File: src/rtl/pid_steer_ctrl.sv
// pid_steer_ctrl: PID steering controller turning a line-centroid sample into left/right PWM pulse counts.
// Five-state pipeline IDLE->ERR->TERMS->MIX->OUT with clamped integrator and line-lost detection.
module pid_steer_ctrl #(
    parameter int CW         = 16,
    parameter int TARGET     = 159,
    parameter int SPD_MAX    = 100,
    parameter int KP_NUM     = 1,
    parameter int KP_SHIFT   = 2,
    parameter int KI_NUM     = 0,
    parameter int KI_SHIFT   = 4,
    parameter int KD_NUM     = 0,
    parameter int KD_SHIFT   = 0,
    parameter int I_LIM      = 1024,
    parameter int LOST_MAX   = 8,
    parameter int BASE_PULSE = 10000,
    parameter int PULSE_STEP = 500,
    parameter int PW         = 16
) (
    input  logic          clk,
    input  logic          rst,
    input  logic          sample_valid,
    input  logic [CW-1:0] centroid,
    input  logic          line_found,
    input  logic [7:0]    speed,
    input  logic          reverse,
    output logic          busy,
    output logic          pulse_valid,
    output logic [PW-1:0] pulse_L,
    output logic [PW-1:0] pulse_R,
    output logic          lost
);
    localparam int IW = $clog2(I_LIM + 1) + 2;
    localparam int AW = (CW + 12 > IW + 11) ? CW + 12 : IW + 11;
    localparam int LW = $clog2(LOST_MAX + 1);
    localparam logic signed [AW-1:0] ZERO = '0;
    localparam logic signed [AW-1:0] ILIM = AW'(I_LIM);
    localparam logic signed [AW-1:0] SMAX = AW'(SPD_MAX);
    localparam logic signed [AW-1:0] KP   = AW'(KP_NUM);
    localparam logic signed [AW-1:0] KI   = AW'(KI_NUM);
    localparam logic signed [AW-1:0] KD   = AW'(KD_NUM);
    localparam logic signed [CW:0]   TGT  = (CW + 1)'(TARGET);
    localparam logic [LW-1:0]        LMAX = LW'(LOST_MAX);

    if (BASE_PULSE + PULSE_STEP * SPD_MAX >= 2 ** PW) begin : g_pw_check
        $error("pulse range exceeds PW bits");
    end

    typedef enum logic [2:0] {IDLE, ERR, TERMS, MIX, OUT} state_t;
    state_t state, state_nxt;

    logic [CW-1:0]         c_lat;
    logic                  f_lat, rev_lat, prev_ok;
    logic [7:0]            spd_lat, s_min, sl_c, sr_c, fin_l, fin_r;
    logic signed [CW:0]    e, e_prev, e_new;
    logic signed [AW-1:0]  e_x, ep_x, i_acc, i_sum, i_clp, i_nxt;
    logic signed [AW-1:0]  p_t, i_t, d_raw, d_t, adj, s_x, sl_w, sr_w;
    logic [LW-1:0]         lost_cnt, lost_inc;

    always_comb begin
        state_nxt = (state == IDLE)  ? (sample_valid ? ERR : IDLE) :
                    (state == ERR)   ? TERMS :
                    (state == TERMS) ? MIX :
                    (state == MIX)   ? OUT : IDLE;
    end

    assign busy        = (state != IDLE);
    assign pulse_valid = (state == OUT);

    // Sign-extend errors by hand so every downstream operand stays signed.
    assign e_new    = $signed({1'b0, c_lat}) - TGT;
    assign e_x      = {{(AW-CW-1){e[CW]}}, e};
    assign ep_x     = {{(AW-CW-1){e_prev[CW]}}, e_prev};
    assign lost_inc = (lost_cnt == LMAX) ? LMAX : lost_cnt + 1'b1;

    always_comb begin
        i_sum = i_acc + e_x;
        i_clp = (i_sum > ILIM) ? ILIM : ((i_sum < -ILIM) ? -ILIM : i_sum);
        i_nxt = lost ? ZERO : (f_lat ? i_clp : i_acc);
        p_t   = (e_x * KP) >>> KP_SHIFT;
        i_t   = (i_nxt * KI) >>> KI_SHIFT;
        d_raw = ((e_x - ep_x) * KD) >>> KD_SHIFT;
        d_t   = prev_ok ? d_raw : ZERO;
        s_min = (spd_lat > 8'(SPD_MAX)) ? 8'(SPD_MAX) : spd_lat;
        s_x   = {{(AW-8){1'b0}}, s_min};
        sl_w  = s_x + adj;
        sr_w  = s_x - adj;
        sl_c  = (sl_w < ZERO) ? 8'd0 : ((sl_w > SMAX) ? 8'(SPD_MAX) : sl_w[7:0]);
        sr_c  = (sr_w < ZERO) ? 8'd0 : ((sr_w > SMAX) ? 8'(SPD_MAX) : sr_w[7:0]);
        fin_l = lost ? 8'd0 : (rev_lat ? sr_c : sl_c);
        fin_r = lost ? 8'd0 : (rev_lat ? sl_c : sr_c);
    end

    always_ff @(posedge clk or posedge rst) begin
        if (rst) begin
            state    <= IDLE;
            c_lat    <= '0;
            f_lat    <= 1'b0;
            spd_lat  <= '0;
            rev_lat  <= 1'b0;
            e        <= '0;
            e_prev   <= '0;
            prev_ok  <= 1'b0;
            i_acc    <= '0;
            adj      <= '0;
            lost_cnt <= '0;
            lost     <= 1'b0;
            pulse_L  <= PW'(BASE_PULSE);
            pulse_R  <= PW'(BASE_PULSE);
        end else begin
            state <= state_nxt;
            if (state == IDLE && sample_valid) begin
                c_lat   <= centroid;
                f_lat   <= line_found;
                spd_lat <= speed;
                rev_lat <= reverse;
            end
            if (state == ERR) begin
                e        <= f_lat ? e_new : e_prev;
                lost_cnt <= f_lat ? '0 : lost_inc;
                lost     <= f_lat ? 1'b0 : (lost_inc == LMAX);
            end
            if (state == TERMS) begin
                i_acc <= i_nxt;
                adj   <= p_t + i_t + d_t;
                if (f_lat) begin
                    e_prev  <= e;
                    prev_ok <= 1'b1;
                end
            end
            if (state == MIX) begin
                pulse_L <= PW'(BASE_PULSE) + PW'(PULSE_STEP) * PW'(fin_l);
                pulse_R <= PW'(BASE_PULSE) + PW'(PULSE_STEP) * PW'(fin_r);
            end
        end
    end
endmodule
File: config.mk
export PLATFORM = sky130hd
export DESIGN_NAME = pid_steer_ctrl
export DESIGN_NICKNAME = d
export VERILOG_FILES = /design/src/rtl/pid_steer_ctrl.sv
export SDC_FILE = /design/constraint.sdc
export NUM_CORES = 1
export LEC_CHECK = 0
export ABC_AREA = 1
export CAP_MARGIN = 10
export CORE_AREA = 2 2 134 201
export DETAILED_ROUTE_END_ITERATION = 6
export DIE_AREA = 0 0 136 203
export HOLD_SLACK_MARGIN = 0.06
export PLACE_DENSITY = 0.51
export SETUP_SLACK_MARGIN = 0.05
export SKIP_CTS_REPAIR_TIMING = 1
export SYNTH_ARGS = -nofsm -noshare
export SYNTH_HDL_FRONTEND = slang
export SYNTH_SLANG_ARGS = --single-unit
File: constraint.sdc
create_clock -name clk -period 16.85 [get_ports clk]
set_input_delay 3.37 -clock clk [delete_from_list [all_inputs] [get_ports clk]]
set_output_delay 3.37 -clock clk [all_outputs]
set_load 0.05 [all_outputs]
; ---- Word-level counts from Yosys, hierarchy flattened
; Index checks and enable logic that the tools add are counted.
[classes]
shift = 0
addsub = 6
magnitude_cmp = 5
div_mod_pow = 0
reduce_logical = 4
mul = 2
bitwise_logic = 0
n_mux = 18
n_eq_ne = 6
[op_table]
columns = op, count
row1 = two-way mux 8 bit, 9
row2 = "adder 14 x 16 -> 16 bit, first input constant", 2
row3 = "> comparator 16 x 8 -> 1 bit, second input constant", 2
row4 = "< comparator 16 x 1 -> 1 bit, second input constant", 2
row5 = "multiplier 7 x 8 -> 14 bit, first input constant", 2
row6 = two-way mux 17 bit, 1
row7 = "subtractor 16 x 8 -> 17 bit, second input constant", 1
row8 = adder 9 x 15 -> 16 bit, 1
row9 = subtractor 9 x 15 -> 16 bit, 1
row10 = two-way mux 3 bit, 4
row11 = "== test 4 bit, second input constant", 2
row12 = "> comparator 8 x 7 -> 1 bit, second input constant", 1
row13 = two-way mux 4 bit, 2
row14 = "== test 3 x 2 -> 1 bit, second input constant", 2
row15 = "adder 4 x 1 -> 4 bit, second input constant", 1
row16 = "== test 3 x 1 -> 1 bit, second input constant", 1
row17 = "== test 3 bit, second input constant", 1
row18 = logical NOT 3 bit, 1
row19 = nonzero test 3 bit, 1
row20 = two-way mux 1 bit, 2
row21 = AND reduction 2 bit, 1
row22 = logical AND 1 bit, 1
[word_totals]
register_bits = 115
word_cells = 53
in_bits = 29
latch_bits = 0
ramBits = 0
memories = 0
romBits = 0

; ---- Logic depth before layout (Yosys ltp)
[depth]
ltp_word = 10
ltp_mapped = 46
depth_no_buf = 46

; ---- Worst setup path after synthesis
; No wires, ideal clock.
[synth_path]
path_kind = flip-flop to flip-flop
start = register spd_lat[0]
end = register pulse_L[14]
period_less_slack_ns = 6.755
arrival_time_ns = 6.637
t_required_ns = 16.732
path_buffers = 1
setup_ns = 0.118
setup_slack_ns = 10.095
path_stages_with_launch = 40
path_cell_list = dfrtp_1 -> o21ai_0 -> nand3_1 -> a31oi_1 -> inv_1 -> or2_2 -> ha_1 -> buf_4 -> inv_2 -> a21oi_2 -> nor2_1 -> nor2_1 -> nand2_1 -> nand2_1 -> nand2_1 -> nor2_1 -> nand2_1 -> nor2_2 -> [4 not listed] -> inv_1 -> fa_1 -> inv_1 -> fa_1 -> fa_1 -> fa_1 -> inv_1 -> ha_1 -> a21oi_1 -> o21ai_0 -> a21o_1 -> xor2_1 -> nand4_1 -> nand2_1 -> nand2_1 -> or2_2 -> nand3_1 -> nand2_1
[synth_via]
elab_chain_len = 10
[synth_lines]
columns = element, line_no
row1 = "start, declared", 53  ; logic [7:0] spd_lat, s_min, sl_c, sr_c, fin_l, fin_r;
row2 = "start signal, assigned", 114  ; spd_lat <= speed;
row3 = > comparator 8 x 7 -> 1 bit, 83  ; s_min = (spd_lat > 8'(SPD_MAX)) ? 8'(SPD_MAX) : spd_lat;
row4 = two-way mux 8 bit (*), 83
row5 = adder 9 x 15 -> 16 bit / subtractor 9 x 15 -> 16 bit (equally long branches), "85, 86"
row6 = "> comparator 16 x 8 -> 1 bit, on equally long branches", "87, 88"
row7 = "two-way mux 8 bit, on equally long branches (2 in a row)", "87, 88"
row8 = two-way mux 8 bit (*) (2 in a row), 89  ; fin_l = lost ? 8'd0 : (rev_lat ? sr_c : sl_c);
row9 = multiplier 7 x 8 -> 14 bit (*), 131  ; pulse_L <= PW'(BASE_PULSE) + PW'(PULSE_STEP) * PW'(fin_l);
row10 = adder 14 x 16 -> 16 bit (*), 131
row11 = "end signal, assigned", 107  ; pulse_L <= PW'(BASE_PULSE);
row12 = "end signal, assigned", 131
row13 = "end, declared", 28  ; output logic [PW-1:0] pulse_L,
; Every way passes the cells marked *; elsewhere a longest branch is shown, timed or not.
; A chain may end at the register's enable or synchronous reset.

; ---- Final worst setup path
; Same ends and word-level chain as after synthesis.

==> results.md <==
* Iteration-0 DRC Markers at 231
* Unrepaired setup endpoints after global routing: no
* Buffer and inverter count on the worst path at 4
* Post-synth cell types at 49
* Total congestion overflow at 0
* MaxCap Viol Count at 0
* Syn-to-layout area delta at 13.8%
* Worst-case hold path end point: pulse_L[5]
* Insertion delay of the later-clocked pin in the worst-skew pair at 370 ps
* Top library cells by usage in the layout, fill and taps aside: 308 x sky130_fd_sc_hd__nand2_1, 186 x sky130_fd_sc_hd__inv_1, 97 x sky130_fd_sc_hd__dfrtp_1
* Num CTS Buffers at 9
* Synthesized cell area at 9150 um2
* Library cell used as clock root buffer: sky130_fd_sc_hd__clkbuf_16
* Max transition margin at 0.329
* NumNets Final at 1,413
* Top Family by Delay on Critical Path: simple AND/OR/NAND/NOR gates
* Commonest non-fill, non-tap cell in the layout: sky130_fd_sc_hd__nand2_1
* CTS sink cnt at 107
* Top achievable clock speed at 129 MHz
* Cell seen most often among critical-path stages: sky130_fd_sc_hd__nand2_1
* Vias at 7,465
* Overall die height at 203 um
* Average cell area after synthesis at 7.66 um2
* Reg-to-Reg Start: spd_lat[0]
* Total wire length at 21,700 um
* Iteration count of the initial detailed-routing pass at 4
* Data required time at the worst endpoint at 17,100 ps
* Largest clock skew in the final design at 13.7 ps
* Reg2reg end: pulse_L[14]
* Worst setup path category: flop to flop
* PortBufs at 59
* Cell type of the slowest stage on the worst timing path: sky130_fd_sc_hd__fa_1
* Footprint of the multi-input gates at 5590 um2
* Run status: finished, final reports clean
* Post-CTS clock slew at the launch and capture registers of the worst setup and hold paths at 80 ps
* Hold Crit Start: pulse_L[5]
* Number of nets with antenna violations after detailed routing at 0
* Slew Limit Fails at 0
* Number of synthesized register bits at 107
* Worst hold path class: flop to flop
* Number of global-route vias before repair at 7,579
* TritonCTS clock tree: built
* Layout fillers at 2,800
* Maximum fanout along the worst path at 9
* Longest individual stage delay on the worst path at 520 ps
* Setup slack, reg-to-reg at 9080 ps
* Die extent in x at 136 um
* Kind of launch point of the worst setup path: flop
* Fraction of layout instances using a drive strength above 1 at 0.0789
* Number of H-tree levels at 3
* Boundary Pins at 64
* Worst Reg-to-Reg Cells at 37
* Core Footprint at 25,800 um2
* Detailed-route vias per instance at 4.70
* Worst Setup End Kind: flop
* Deepest clock path buffer count at 2
* Remaining routing DRC violations at 0
* Final setup viols at 0
* Avg WL per Cell at 13.6 um
* Cell count after synthesis at 1,194
* Wire length of the first global-routing pass at 36,400 um
* Area used by sequential logic in the layout at 2690 um2
* Starting density of the core at 0.355
* Placed wire-length estimate at 17,800 um
* All-Layer GR Usage at 0.166
* Ratio of final minimum period to clock period at 0.461
* Final sum of negative setup slack at 0 ps
* Die area at 27,600 um2
* Largest net degree at the start of global routing at 69
* Total of warnings raised by yosys at 0
* Diodes inserted at 0
* Post-layout minimum cycle time at 7770 ps
* Transition time of the tightest slew-check pin at 1000 ps
* Cell depth of the worst hold path at 2
* # rows at 72
* Routability congestion estimate at 0.928
* CP Launch Point: spd_lat[0]
* Antenna violations before repair at 0
* Sequential cell area fraction in the yosys report at 0.294
* WP data arrival at 8020 ps
* Final number of hold-violating endpoints at 0
* Fin util at 0.404
[metal layers]
metal	wire length [um]	global-route usage	share of wire	up-vias
met5	0	0	0	-
met4	689	0.0647	0.032	0
met3	486	0.0170	0.022	33
met2	11800	0.321	0.54	116
met1	8730	0.181	0.40	3458
li1	-	-	-	3858
[worst reg2reg max path, delay by kind of cell (launching register included)]
kind,cells,cell delay (ps)
buffers and inverters,4,360
adder cells (fa/ha/maj),6,2770
XOR/XNOR,1,260
AND/OR/NAND/NOR,21,2980
flip-flops,1,390
AO/OA/AOI/OAI,5,900
[state kept, by name (all words and copies together), names as in the netlist]
signal / flops
adj: 15
c_lat: 16
e: 15
e_prev: 15
f_lat: 1
lost: 1
lost_cnt: 4
pulse_L: 14
pulse_R: 14
rev_lat: 1
spd_lat: 8
state: 3
[metrics by stage]
stage / hold WS, ps / worst slack (ps) / std cells / area (um2)
floorplan: 448 / 10090 / 1210 / 9210
global placement: 464 / 9200 / 1572 / 10100
detailed placement: 464 / 9110 / 1572 / 10100
CTS: 486 / 9080 / 1588 / 10400
global route: 503 / 8540 / 1588 / 10400
finish: 479 / 9080 / 1588 / 10400
[cell usage after synthesis, drive strengths merged]
| cell | count | area share |
|---|---|---|
| conb | 2 | 0.00082 |
| mux2 | 14 | 0.017 |
| o21bai | 4 | 0.0033 |
| xor2 | 20 | 0.019 |
| xnor2 | 15 | 0.014 |
| a21o | 2 | 0.0016 |
| clkinv | 1 | 0.00041 |
| nor4 | 1 | 0.0014 |
| clkbuf | 21 | 0.0086 |
| fa | 43 | 0.094 |
| and3 | 3 | 0.0022 |
| dfrtp | 97 | 0.27 |
| inv | 203 | 0.084 |
| and2 | 1 | 0.00068 |
| nand4 | 8 | 0.0055 |
| o21ai | 68 | 0.038 |
| a21oi | 43 | 0.026 |
| nand3 | 83 | 0.046 |
| buf | 12 | 0.0096 |
| o2111ai | 2 | 0.0019 |
| nand3b | 3 | 0.0025 |
| nor3 | 8 | 0.0055 |
| o32ai | 1 | 0.00096 |
| a31oi | 13 | 0.0089 |
| dfstp | 10 | 0.029 |
| nor2 | 84 | 0.039 |
| ha | 91 | 0.12 |
| or2 | 10 | 0.0068 |
| o221ai | 4 | 0.0038 |
| a21boi | 1 | 0.00082 |
| o211ai | 4 | 0.0033 |
| nand2 | 318 | 0.13 |
| o22ai | 4 | 0.0027 |
[cell type report]
type | instances | area share
clock buffer | 9 | 0.0216
clock inverter | 7 | 0.00986
inverter | 204 | 0.0741
multi-input combinational | 866 | 0.537
sequential | 107 | 0.258
tap | 333 | 0.0400
timing repair buffer | 62 | 0.0589
[cells by family after synthesis]
kind of cell	after synthesis	share of synthesized area
flops	107	0.294
compound gates	146	0.0909
other cells	2	0.000821
mux	14	0.0172
xor+xnor	35	0.0335
fa+ha+maj	134	0.219
buf+inv	237	0.102
simple gates	519	0.243
[how the worst max path moves through the flow]
stage | cells after the start | slack, ps | endpoint
4_1_cts | 37 | 9080 | pulse_L[14]
6_report | 37 | 9080 | pulse_L[14]
3_3_place_gp | 37 | 9200 | pulse_L[14]
2_1_floorplan | 39 | 10090 | pulse_L[14]
5_1_grt | 38 | 8540 | pulse_L[14]
3_5_place_dp | 37 | 9110 | pulse_L[14]
Power is not shown: default switching activity piles up to over one toggle a cycle in this logic, so the estimate is an artifact.
